--- src/rtl/axi_ar_xbar_rr.sv ---
// AXI read-address crossbar, NUM_M masters to NUM_S slaves, round-robin arbitration.
// A master is eligible only while it and its decoded slave have no read outstanding.
// The winner is forwarded combinationally; a stalled winner is held in GRANT until
// its handshake completes. The last slave index is the default (catch-all) slave.
module axi_ar_xbar_rr #(
  parameter int unsigned NUM_M     = 2,
  parameter int unsigned NUM_S     = 3,
  parameter int unsigned ID_BITS   = 4,
  parameter int unsigned ADDR_BITS = 32,
  parameter int unsigned LEN_BITS  = 4,
  parameter int unsigned SIZE_BITS = 3,
  parameter logic [(NUM_S-1)*ADDR_BITS-1:0] SLV_BASE = {32'h0001_0000, 32'h0000_0000},
  parameter logic [(NUM_S-1)*ADDR_BITS-1:0] SLV_MASK = {32'hFFFF_0000, 32'hFFFF_0000},
  localparam int unsigned MID_BITS  = (NUM_M > 1) ? $clog2(NUM_M) : 1,
  localparam int unsigned IDS_BITS  = ID_BITS + MID_BITS,
  localparam int unsigned SIDX_BITS = (NUM_S > 1) ? $clog2(NUM_S) : 1
) (
  input  logic                          clk,
  input  logic                          rstn,
  input  logic [NUM_M*ID_BITS-1:0]      m_arid,
  input  logic [NUM_M*ADDR_BITS-1:0]    m_araddr,
  input  logic [NUM_M*LEN_BITS-1:0]     m_arlen,
  input  logic [NUM_M*SIZE_BITS-1:0]    m_arsize,
  input  logic [NUM_M*2-1:0]            m_arburst,
  input  logic [NUM_M-1:0]              m_arvalid,
  output logic [NUM_M-1:0]              m_arready,
  input  logic [NUM_M-1:0]              m_rlast,
  input  logic [NUM_M-1:0]              m_rready,
  output logic [NUM_S*IDS_BITS-1:0]     s_arid,
  output logic [NUM_S*ADDR_BITS-1:0]    s_araddr,
  output logic [NUM_S*LEN_BITS-1:0]     s_arlen,
  output logic [NUM_S*SIZE_BITS-1:0]    s_arsize,
  output logic [NUM_S*2-1:0]            s_arburst,
  output logic [NUM_S-1:0]              s_arvalid,
  input  logic [NUM_S-1:0]              s_arready,
  input  logic [NUM_S-1:0]              s_rlast,
  input  logic [NUM_S-1:0]              s_rready
);

  typedef enum logic {StIdle, StGrant} state_e;

  state_e               state_q, state_d;
  logic [MID_BITS-1:0]  gnt_q, gnt_d;
  logic [MID_BITS-1:0]  rr_ptr_q, rr_ptr_d;
  logic [NUM_M-1:0]     m_lock_q, m_lock_d;
  logic [NUM_S-1:0]     s_lock_q, s_lock_d;

  logic [SIDX_BITS-1:0] dec [NUM_M];
  logic [NUM_M-1:0]     elig;
  logic                 sel_found;
  logic [MID_BITS-1:0]  sel_idx;
  logic                 grant_pend;
  logic                 fwd_en;
  logic                 fwd_go;
  logic [MID_BITS-1:0]  fwd_idx;
  logic [SIDX_BITS-1:0] fwd_tgt;
  logic                 hs;

  // Address decode: scanning downwards lets the lowest matching window win.
  always_comb begin
    for (int m = 0; m < int'(NUM_M); m++) begin
      dec[m] = SIDX_BITS'(NUM_S - 1);
      for (int s = int'(NUM_S) - 2; s >= 0; s--) begin
        if ((m_araddr[m*ADDR_BITS +: ADDR_BITS] & SLV_MASK[s*ADDR_BITS +: ADDR_BITS]) ==
            SLV_BASE[s*ADDR_BITS +: ADDR_BITS]) begin
          dec[m] = SIDX_BITS'(s);
        end
      end
    end
  end

  // Eligibility: requesting, no read of its own outstanding, target slave idle.
  always_comb begin
    for (int m = 0; m < int'(NUM_M); m++) begin
      elig[m] = m_arvalid[m] & ~m_lock_q[m] & ~s_lock_q[dec[m]];
    end
  end

  // Round-robin pick: first eligible master starting at rr_ptr.
  always_comb begin
    sel_found = 1'b0;
    sel_idx   = '0;
    for (int i = 0; i < int'(NUM_M); i++) begin
      if (!sel_found && elig[(int'(rr_ptr_q) + i) % int'(NUM_M)]) begin
        sel_found = 1'b1;
        sel_idx   = MID_BITS'((int'(rr_ptr_q) + i) % int'(NUM_M));
      end
    end
  end

  // Forwarded master: the held owner in GRANT, else this cycle's pick.
  assign grant_pend = (state_q == StGrant);
  assign fwd_en     = grant_pend | sel_found;
  assign fwd_idx    = grant_pend ? gnt_q : sel_idx;
  assign fwd_tgt    = dec[fwd_idx];
  // Gate with rstn so every output is quiet while reset is held.
  assign fwd_go     = fwd_en & rstn;
  assign hs         = fwd_go & m_arvalid[fwd_idx] & s_arready[fwd_tgt];

  // FSM next state: park a stalled winner in GRANT until its handshake.
  always_comb begin
    state_d = state_q;
    gnt_d   = gnt_q;
    unique case (state_q)
      StIdle: begin
        if (sel_found && !s_arready[dec[sel_idx]]) begin
          state_d = StGrant;
          gnt_d   = sel_idx;
        end
      end
      StGrant: begin
        if (m_arvalid[gnt_q] && s_arready[dec[gnt_q]]) begin
          state_d = StIdle;
        end
      end
      default: state_d = StIdle;
    endcase
  end

  // Pointer and lock next state: set on handshake, clear on the last R beat.
  always_comb begin
    rr_ptr_d = rr_ptr_q;
    m_lock_d = m_lock_q & ~(m_rready & m_rlast);
    s_lock_d = s_lock_q & ~(s_rready & s_rlast);
    if (hs) begin
      rr_ptr_d          = (int'(fwd_idx) == int'(NUM_M) - 1) ? '0 : fwd_idx + MID_BITS'(1);
      m_lock_d[fwd_idx] = 1'b1;
      s_lock_d[fwd_tgt] = 1'b1;
    end
  end

  // State registers.
  always_ff @(posedge clk or negedge rstn) begin
    if (!rstn) begin
      state_q  <= StIdle;
      gnt_q    <= '0;
      rr_ptr_q <= '0;
      m_lock_q <= '0;
      s_lock_q <= '0;
    end else begin
      state_q  <= state_d;
      gnt_q    <= gnt_d;
      rr_ptr_q <= rr_ptr_d;
      m_lock_q <= m_lock_d;
      s_lock_q <= s_lock_d;
    end
  end

  // Output mux: only the target slave and the forwarded master see activity.
  always_comb begin
    s_arid    = '0;
    s_araddr  = '0;
    s_arlen   = '0;
    s_arsize  = '0;
    s_arburst = '0;
    s_arvalid = '0;
    m_arready = '0;
    if (fwd_go) begin
      for (int s = 0; s < int'(NUM_S); s++) begin
        if (fwd_tgt == SIDX_BITS'(s)) begin
          s_arid[s*IDS_BITS +: IDS_BITS]     = {fwd_idx, m_arid[fwd_idx*ID_BITS +: ID_BITS]};
          s_araddr[s*ADDR_BITS +: ADDR_BITS] = m_araddr[fwd_idx*ADDR_BITS +: ADDR_BITS];
          s_arlen[s*LEN_BITS +: LEN_BITS]    = m_arlen[fwd_idx*LEN_BITS +: LEN_BITS];
          s_arsize[s*SIZE_BITS +: SIZE_BITS] = m_arsize[fwd_idx*SIZE_BITS +: SIZE_BITS];
          s_arburst[s*2 +: 2]                = m_arburst[fwd_idx*2 +: 2];
          s_arvalid[s]                       = m_arvalid[fwd_idx];
        end
      end
      m_arready[fwd_idx] = s_arready[fwd_tgt];
    end
  end

endmodule
--- config.mk ---
export PLATFORM = sky130hd
export DESIGN_NAME = axi_ar_xbar_rr
export DESIGN_NICKNAME = d
export VERILOG_FILES = /design/src/rtl/axi_ar_xbar_rr.sv
export SDC_FILE = /design/constraint.sdc
export NUM_CORES = 1
export LEC_CHECK = 0
export CAP_MARGIN = 20
export CORE_MARGIN = 3
export CORE_UTILIZATION = 25
export DETAILED_ROUTE_END_ITERATION = 6
export DONT_BUFFER_PORTS = 1
export SETUP_SLACK_MARGIN = 0.4
export SYNTH_ARGS = -nofsm -noshare
export SYNTH_HDL_FRONTEND = slang
export SYNTH_SLANG_ARGS = --single-unit
--- constraint.sdc ---
create_clock -name clk -period 3.15 [get_ports clk]
set_input_delay 0 -clock clk [delete_from_list [all_inputs] [get_ports clk]]
set_output_delay 0 -clock clk [all_outputs]
set_load 0.005 [all_outputs]
-- Word-level counts from Yosys, hierarchy flattened
Index checks and enable logic that the tools add are counted.
W data, S select, Z words.
- input bits: 107
- flip-flop bits (word level): 8
- output and inout port bits: 143
- logic and storage cells: 140
- equality and inequality tests: 4
- $mul: 1
- shift operators: 5
- add/sub/neg operators: 2
- magnitude comparators: 14
- reductions and logical operators: 11
- muxes and demuxes: 72
- bitwise operators: 26
- operator list (operator ; number):
    $mux W32 ; 3
    $mux W96 ; 1
    $logic_not A32 Y1 ; 2
    $shiftx A64 B7 Y32 ; 1
    $mux W2 ; 18
    $eq A16 B1 Y1 const B ; 2
    $mux W1 ; 27
    $lt A2 B3 Y1 const B ; 6
    $shiftx A8 B4 Y4 ; 2
    $mux W15 ; 1
    $mux W3 ; 5
    $mux W5 ; 3
    $mux W12 ; 1
    $mux W4 ; 3
    $bmux W1 S2 ; 5
    $mux W9 ; 1
    $and A1 B1 Y1 ; 7
    $and A2 B2 Y2 ; 3
    $and A3 B3 Y3 ; 2
    $ge A2 B2 Y1 const B ; 3
    $lt A1 B2 Y1 const B ; 3
    $mux W6 ; 1
    $not A1 Y2 ; 3
    $shiftx A6 B4 Y3 ; 1
    21 further kinds ; 31

-- Depth between registers and ports, before layout
Gate-level depths: netlist of the first run.
- word-level depth: 24
- gate-level depth with buffers: 10
- gate-level depth less buffers: 8

-- Worst setup path after synthesis of the first run
Ideal clock, no wire load.
- path type: register -> register
- start: register s_lock_q[1]
- end: register gnt_q
- data required time: 3.071 ns
- cell stages (with the launch flop): 9
- arrival time: 2.219 ns
- setup time: 0.079 ns
- slack: 0.852 ns
- path buffers: 0
- cells stage by stage: dfrtp_1 > mux2_1 > or3_4 > mux2i_4 > or2_2 > mux2i_2 > mux2i_1 > o211a_1 > mux2i_1
- cells in the longest elaborated chain, start to end: 19
- elaborated cells on any way between the ends: 28
- classes of those cells: 18 x mux; 5 x bitwise; 5 x reduce/logical
- ends and longest elaborated chain (item ; line ; text):
    start, declared ; 46 ; logic [NUM_S-1:0] s_lock_q, s_lock_d;
    start signal, assigned ; 145 ; s_lock_q <= s_lock_d;
    $bmux W1 S2 ; 75 ; elig[m] = m_arvalid[m] & ~m_lock_q[m] & ~s_lock_q[dec[m]];
    $mux W1 (not written as such) ; 75 ;
    $not A1 Y1 ; 75 ;
    $and A1 B1 Y1 ; 75 ;
    $mux W1 (not written as such) (2 in series) ; 84 ; if (!sel_found && elig[(int'(rr_ptr_q) + i) % int'(NUM_M)]) begin
    $mux W1 ; 84 ;
    $logic_not A1 Y1 ; 84 ;
    $logic_and A1 B1 Y1 ; 84 ;
    $mux W1 ; 84 ;
    $not A1 Y2 (not written as such) ; 106 ; if (sel_found && !s_arready[dec[sel_idx]]) begin
    $mux W2 (not written as such) (3 in series) ; 106 ;
    $bmux W1 S2 ; 106 ;
    $mux W1 (not written as such) ; 106 ;
    $logic_not A1 Y1 ; 106 ;
    $logic_and A1 B1 Y1 ; 106 ;
    $reduce_and A2 Y1 (no source line) ; -- ;
    end signal, assigned ; 142 ; gnt_q <= gnt_d;
    end, declared ; 43 ; logic [MID_BITS-1:0] gnt_q, gnt_d;
Parallel ways exist; a longest one is shown, timed or not. The select of a mux whose other input is x is not followed.
A chain may end at the register's enable or synchronous reset.

-- Final worst setup path of the first run
- start: register s_lock_q[1]
- end: output port s_arlen[11]
- cells in the longest elaborated chain, start to end: 18
- elaborated cells on any way between the ends: 30
- classes of those cells: 1 x eq/ne; 1 x shift; 19 x mux; 7 x bitwise; 2 x reduce/logical
- ends and longest elaborated chain (item ; line ; text):
    $bmux W1 S2 ; 75 ;
    $mux W1 (not written as such) ; 75 ;
    $not A1 Y1 ; 75 ;
    $and A1 B1 Y1 ; 75 ;
    $mux W1 (not written as such) (2 in series) ; 84 ;
    $mux W1 ; 84 ;
    $logic_not A1 Y1 ; 84 ;
    $logic_and A1 B1 Y1 ; 84 ;
    $mux W1 ; 84 ;
    $mux W1 ; 94 ; assign fwd_idx = grant_pend ? gnt_q : sel_idx;
    $not A1 Y2 (not written as such) ; 95 ; assign fwd_tgt = dec[fwd_idx];
    $mux W2 (not written as such) (3 in series) ; 95 ;
    $eq A2 B2 Y1 ; 160 ; if (fwd_tgt == SIDX_BITS'(s)) begin
    $mux W4 ; 160 ;
    $mux W12 (*) ; 158 ; if (fwd_go) begin
    end, declared ; 31 ; output logic [NUM_S*LEN_BITS-1:0] s_arlen,
Every way passes the cells marked *; elsewhere a longest branch is shown, timed or not. The select of a mux whose other input is x is not followed.

==> results.md, run 1 <==
* Status: complete, no violations
* Die width at 96.13 um
* Post-Syn Area at 2031 sq um
* Main synth FF type: dfrtp_1
* Routed len/inst at roughly 21 um
* Clock Latency Late Sink at 240 ps
* Filler cells at 849
* DP HPWL at 6801 um
* Clk root buf: clkbuf_8
* CTS H-tree lvls at 1
* Post-synthesis register bit count at 8
* Layout area overhead at 5.422%
* Max Slew Vio Count at 0
* Via count at roughly 2200
* MaxCap Viol Count at 0
* Starting Density at 26.01%
* Fmax at 378.6 MHz
* Worst hold path class: input pin to flop
* Syn Inst Count at roughly 290
* Max layer used: met4
* Antenna Nets Post-Route at 0
* Leak at 0.8008 nW
* Antenna cell count at 0
* Setup_tns at 0 ps
* Gp weighted congestion at 0.8960
* Synth warn at 0
* Fraction of layout cells with a size suffix above 1 at 21.18%
* CTS tree: yes
* Place WS at 572.0 ps
* Buffers on Ports at 0
* Clock sink count at 8
* Final WS setup at 509.0 ps
* Most frequent cells in the layout: nor2_1, conb_1, a22oi_2, a22o_1, nand2_1
* First-pass DRT Iterations at 4
* Critical path launch point type: flop
* Largest net degree at the start of global routing at 34
* Metal2 WL at 4253 um
* Gr ovfl total at 0
* Commonest non-fill, non-tap cell in the layout: nor2_1
* Synth cell types at 47
* Vias in the first global route at 1902
* RSZ-0062 raised after global routing: false
* Avg Inst Size Synth at 6.954 sq um
* Routed WL at 8299 um
* Wire length on met3 at 594 um
* CP startpoint: s_lock_q[1]
* DRC at 0
* Period utilization at 83.84%
* CTS max path bufs at 2
* TritonCTS Buffers at 3
* Die area at 9240 sq um
* Seq/Total Area, Yosys at 9.858%
* Total track usage at around 16%
* Core Box Area at 7807 sq um
* Rows at 32
* Die extent in y at between 90 and 100 um
* Fin nets at 397
* R2r startpoint: s_lock_q[1]
* CP endpoint kind: primary output
* Top Ports at 250
* Max_slew headroom at between 50% and 60%
* Hold Fails Final Rpt at 0
* Cell area power density at 588.4 nW/um^2
* DR iter-0 viols at 147
* Maximum vdd ir drop at about 0.00021 V
* Worst-path fanout max at 15
* Crit Path Class: flop to primary output
* Period minus WS final at 2641 ps
* Clk slew on worst S/H paths at approximately 40 ps
* FFs w/ async S/R, synth at between 90% and 100%
* Setup Skew at 9.051 ps
* Number of synthesized flops with an enable pin at 0
* First-pass GRT wire length at between 10000 and 15000 um
* Routed met1 length at 3350 um
* Slew of the pin with the lowest slew margin at 606.8 ps
* Final setup fails at 0
* Initial antenna violation count at 0
* Worst Path Arrival at approximately 2600 ps
* Worst hold start: s_rready[1]
* WP data required at ~3200 ps
* Via density at around 5.6
[critical path: stages (launching register included)]
cell	delay, ps
dfrtp_1	400
mux2_1	340
or3_4	390
mux2i_4	180
o31ai_4	100
buf_4	180
and2_2	200
buf_4	210
a22oi_1	290
nor2_1	110
[through the flow]
step	instance area, sq um	hold WS (ps)	instances	total power [mW]	util [%]
final	2141	2.529	390	1.260	27.42
after global routing	2141	2.848	390	1.375	27.42
after CTS	2121	0.4693	390	1.258	27.16
after detailed placement	2006	-294.8	380	1.106	25.69
after global placement	2006	-294.9	380	1.087	25.69
after floorplan	2143	-295.6	322	0.9458	-
[synthesized netlist by cell type (2+ instances only)]
master / n / share of area (%)
and2_4: 2 / 0.86
or2_2: 2 / 0.62
buf_2: 7 / 1.7
buf_4: 34 / 13
nor4_2: 3 / 1.8
a22oi_2: 23 / 14
nor4_1: 3 / 0.92
nand3_1: 3 / 0.74
inv_1: 5 / 0.92
nor3_1: 4 / 0.99
nand2_1: 14 / 2.6
nor2_1: 102 / 19
mux2i_4: 2 / 2.2
nor2b_1: 2 / 0.62
mux2i_1: 6 / 3.0
mux2_2: 2 / 1.1
o31ai_1: 2 / 0.74
a21oi_1: 4 / 0.99
dfrtp_1: 8 / 9.9
nand2b_1: 3 / 0.92
a22o_1: 17 / 7.3
o21ai_0: 3 / 0.74
clkbuf_1: 11 / 2.0
a22oi_1: 7 / 2.6
[repair_timing]
item,4_1_cts,5_1_grt
setup buffers,0,0
endpoints found under the hold margin,11,0
setup endpoints to repair,5,79
resized for setup,1,4
hold buffers,7,0
[registers in the layout (all words and copies together), names as in the netlist]
register,cells
s_lock_q,3
m_lock_q,2
gnt_q,1
grant_pend,1
rr_ptr_q,1
[path summary, 6_finish.rpt]
check / endpoint / slack (ps) / cells past startpoint
setup / recovery: s_arlen[11] / 510 / 9
hold / removal: s_lock_q[1] / 3 / 3
setup reg to reg: rr_ptr_q / 640 / 8
hold reg to reg: m_lock_q[0] / 490 / 2
max in group asynchronous: s_lock_q[2] / 2710 / 1
min in group asynchronous: grant_pend / 130 / 1
[metal layers]
layer  track usage [%]  vias up
met3             1.407        8
met2             26.51      142
li1                  -      955
met5                 0        -
met1             22.70     1083
met4             4.265        0
[kinds of logic after synthesis]
family	count (synthesis)	synth area share [%]
and+or+nand+nor	147	32.66
buffers and inverters	57	17.25
other	1	0.1847
DFF	8	9.858
muxes	12	7.517
AOI/OAI and AO/OA	67	32.53
[area by class of cell]
| class | instances | area (sq um) | area share, % |
|---|---|---|---|
| Sequential cell | 8 | 200.2 | 9.351 |
| Tap cell | 102 | 127.6 | 5.961 |
| Inverter | 5 | 18.77 | 0.8767 |
| Multi-Input combinational cell | 257 | 1619 | 75.63 |
| Timing Repair Buffer | 15 | 133.9 | 6.254 |
| Clock buffer | 3 | 41.29 | 1.929 |
[report_power, final]
| group | internal (mW) | total (mW) | switching (mW) |
|---|---|---|---|
| clock network | 0.0836 | 0.132 | 0.0487 |
| logic | 0.349 | 0.938 | 0.589 |
| registers | 0.139 | 0.190 | 0.0511 |
Power figures use the tool's default switching activity.
==> run 2, diff against run 1 <==
--- a/config.mk
+++ b/config.mk
@@ -5,6 +5,7 @@
 export SDC_FILE = /design/constraint.sdc
 export NUM_CORES = 1
 export LEC_CHECK = 0
+export ABC_AREA = 1
 export CAP_MARGIN = 20
 export CORE_MARGIN = 3
 export CORE_UTILIZATION = 25
==> constraint.sdc (replaced) <==
create_clock -name clk -period 2.6 [get_ports clk]
set_input_delay 0 -clock clk [delete_from_list [all_inputs] [get_ports clk]]
set_output_delay 0 -clock clk [all_outputs]
set_load 0.005 [all_outputs]
==> run 2 against run 1 <==
Compared with the run above: routed wire length is 23% higher; critical endpoint is now s_arvalid[0]; sequential share of layout area is 3.4 points lower; sequential cell count stayed put; area after synthesis is 27% higher; die area is 25% higher; largest cell class unchanged.
==> results.md, run 2 <==
* Routed len/inst at 15.73 um
* Largest regs: s_lock_q: 3 flops, m_lock_q: 2 flops
* Antenna cell count at 0
* Fin Hold WS at 27.79 ps
* Commonest non-fill, non-tap cell in the layout: inv_1
* Met2 Use GR at 23.80%
* Initial antenna violation count at 0
* Seq/Total Area, Yosys at around 7.7%
* Fraction of layout cells with a size suffix above 1 at ~28%
* CP endpoint kind: primary output
* DR iter-0 viols at approximately 150
* Largest register FFs at 3
* Largest net degree at the start of global routing at 46
* Worst hold start: m_arvalid[0]
* CTS max path bufs at 2
* Post-synthesis register bit count at 8
* CTS H-tree lvls at 1
* Setup Skew at 0.1062 ps
* Die width at about 110 um
* Slowest cell on the critical path: dfrtp_1
* Worst Hold End: grant_pend
* Period utilization at 84.55%
* R2R Setup Slk at 510 ps
* Hold Fails Final Rpt at 0
* Yosys top cell by area: inv_1
* Reg-to-reg endpoint: rr_ptr_q
* WHS Path Cells at 3
* Cell area power density at roughly 660 nW/um^2
* Met3 track demand over resource at between 2 and 3%
* First-pass DRT Iterations at 4
* TritonCTS Buffers at 3
* WP data required at 2600 ps
* Filler cells at 1082
* Main synth FF type: dfrtp_1
* Critical path launch point type: flop
* Routed WL at 10180 um
* Layout area overhead at 29.35%
* Synth top area share at 17.72%
* Max Slew Vio Count at 0
* Total track usage at 12.88%
* Most frequent cells in the layout: inv_1, nand2_1, nor2_1, inv_2, conb_1
* Reg with most FFs: s_lock_q
* Buffers on Ports at 0
* Gr ovfl total at 0
* Setup_tns at 0 ps
* FFs w/ async S/R, synth at 100.0%
* Crit-path cells: nor2_2, nand2_1, nor2_2, nand3_2, nand3_4, nand2_8, nor2_4, buf_8, nand2_1, nand2_2, inv_2, nor2_2, buf_4
* Final setup fails at 0
* Status: complete, no violations
* Area of the multi-input gates at 1892 sq um
* Synth warn at 0
* Final Power at 2.207 mW
* R2r startpoint: m_lock_q[0]
* Rows at 36
* DP HPWL at 7073 um
* CP dominant cell by count: nor2_2
* Post-Syn Area at 2584 sq um
* Most numerous cell in the Yosys netlist: inv_1
* Syn Inst Count at 490
* Die extent in y at 107.7 um
* Core Box Area at a little under 10000 sq um
* First-pass GRT wire length at 12100 um
* Antenna Nets Post-Route at 0
* Crit Path Class: flop to primary output
* GRT met1 Usage at about 15%
* Via density at 4.553
* Vias in the first global route at about 2400
* DRC at 0
* Maximum vdd ir drop at 0.0004069 V
* CTS tree: yes
* Worst hold path class: input pin to flop
* Top post-synthesis cells by count: inv_1, nand2_1, nor2_1
* MaxCap Viol Count at 0
* Die area at roughly 12000 sq um
* Number of synthesized flops with an enable pin at 0
* Worst-path fanout max at 7
* Most used routing layer: met2
* Period minus WS final at 2198 ps
* CP Buf/Inv Count at 3
* Via count at 2946
* Fin nets at 623
* Clk root buf: clkbuf_8
* Starting Density at 26.07%
* Top Ports at 250
* Clock sink count at 8
* Clock Latency Late Sink at 230 ps
* FF+latch area at 200.2 sq um
* Clk slew on worst S/H paths at 40 ps
* Leak at between 1.5 and 2 nW
* Worst Path Arrival at 2200 ps
* Avg Inst Size Synth at 5.273 sq um
* R2R cell count at 13
* Synth cell types at 31
* Fmax at around 450 MHz
* Synth top area cells: inv_1, nand2_1, o22ai_2
* Gp weighted congestion at 0.8291
* Top delay family on crit path: simple AND/OR/NAND/NOR gates
* CP peak stage delay at 390 ps
* RSZ-0062 raised after global routing: true
[run 2: changes by cell type after synthesis, sizes merged, moves of 6 or more]
cell | previous run | this run
nand3 | 4 | 19
clkbuf | 11 | 4
o22ai | 1 | 30
o21ai | 4 | 18
mux2i | 9 | 0
nand2 | 14 | 101
inv | 5 | 153
a22o | 17 | 3
nor2 | 102 | 96
a22oi | 30 | 0
[run 2: worst reg2reg max path, cell delays in order (launching register included)]
cell     delay (ps)
dfrtp_1         390
nor2_2          150
nand2_1          90
nor2_2          120
nand3_2         120
nand3_4         120
nand2_8          80
nor2_4          290
buf_8           140
nand2_1          50
nand2_2         100
buf_4           130
nand4_1         150
nand2_1         110
[run 2: layer usage]
layer | up-vias | routed length (um)
met3 | 6 | 667
met2 | 143 | 5344
met4 | 0 | 44
met1 | 1371 | 4120
met5 | - | 0
li1 | 1426 | -
[run 2: worst max path at each step]
stage                     slack (ps)  depth (start not counted)          from            to
after floorplan                  940                         15   s_lock_q[0]   s_lock_q[0]
after global placement           430                         10   m_lock_q[0]  s_arburst[2]
after detailed placement         390                         15  m_araddr[19]  s_araddr[14]
after CTS                        400                         11   m_lock_q[0]    s_arid[11]
after global routing             260                         12   m_lock_q[0]   s_arsize[2]
final                            400                         13   m_lock_q[0]  s_arvalid[0]
[run 2: logic make-up after synthesis]
| logic type | after synthesis | synth area share (%) |
|---|---|---|
| AND/OR/NAND/NOR | 225 | 36.71 |
| buffers and inverters | 201 | 35.74 |
| AO/OA/AOI/OAI | 55 | 19.66 |
| flip-flops | 8 | 7.748 |
| other | 1 | 0.1451 |
[run 2: report_power, final]
part	total (mW)	leakage (nW)	internal, mW	switching [mW]
sequential	0.207	0.105	0.165	0.0412
clock	0.150	0.0216	0.100	0.0499
combinational	1.85	1.70	0.673	1.18
total	2.21	1.83	0.939	1.27
[run 2: cell type report]
cell class / instances / area share, %
well taps: 133 / 4.979
repair buffers: 34 / 11.34
multi-input cells: 311 / 56.61
clock buffers: 3 / 1.235
flip-flops and latches: 8 / 5.990
inverters: 153 / 17.93
repair inverters: 5 / 1.909
[run 2: repair_timing]
item | in CTS | in global routing
pin swaps | 1 | 7
endpoints found under the hold margin | 13 | 0
gates resized for setup | 8 | 84
hold buffers | 12 | 0
gates cloned | 0 | 5
buffers inserted | 1 | 14
setup endpoints to repair | 95 | 99
[run 2: stage by stage]
| stage | setup WS [ps] | cell area, sq um | cells | utilization (%) |
|---|---|---|---|---|
| after global routing | 264.6 | 3342 | 647 | 33.72 |
| final | 401.6 | 3342 | 647 | 33.72 |
| after CTS | 395.8 | 2785 | 628 | 28.11 |
| after global placement | 434.8 | 2585 | 612 | 26.09 |
| after floorplan | 942.7 | 2696 | 520 | - |
| after detailed placement | 386.2 | 2585 | 612 | 26.09 |
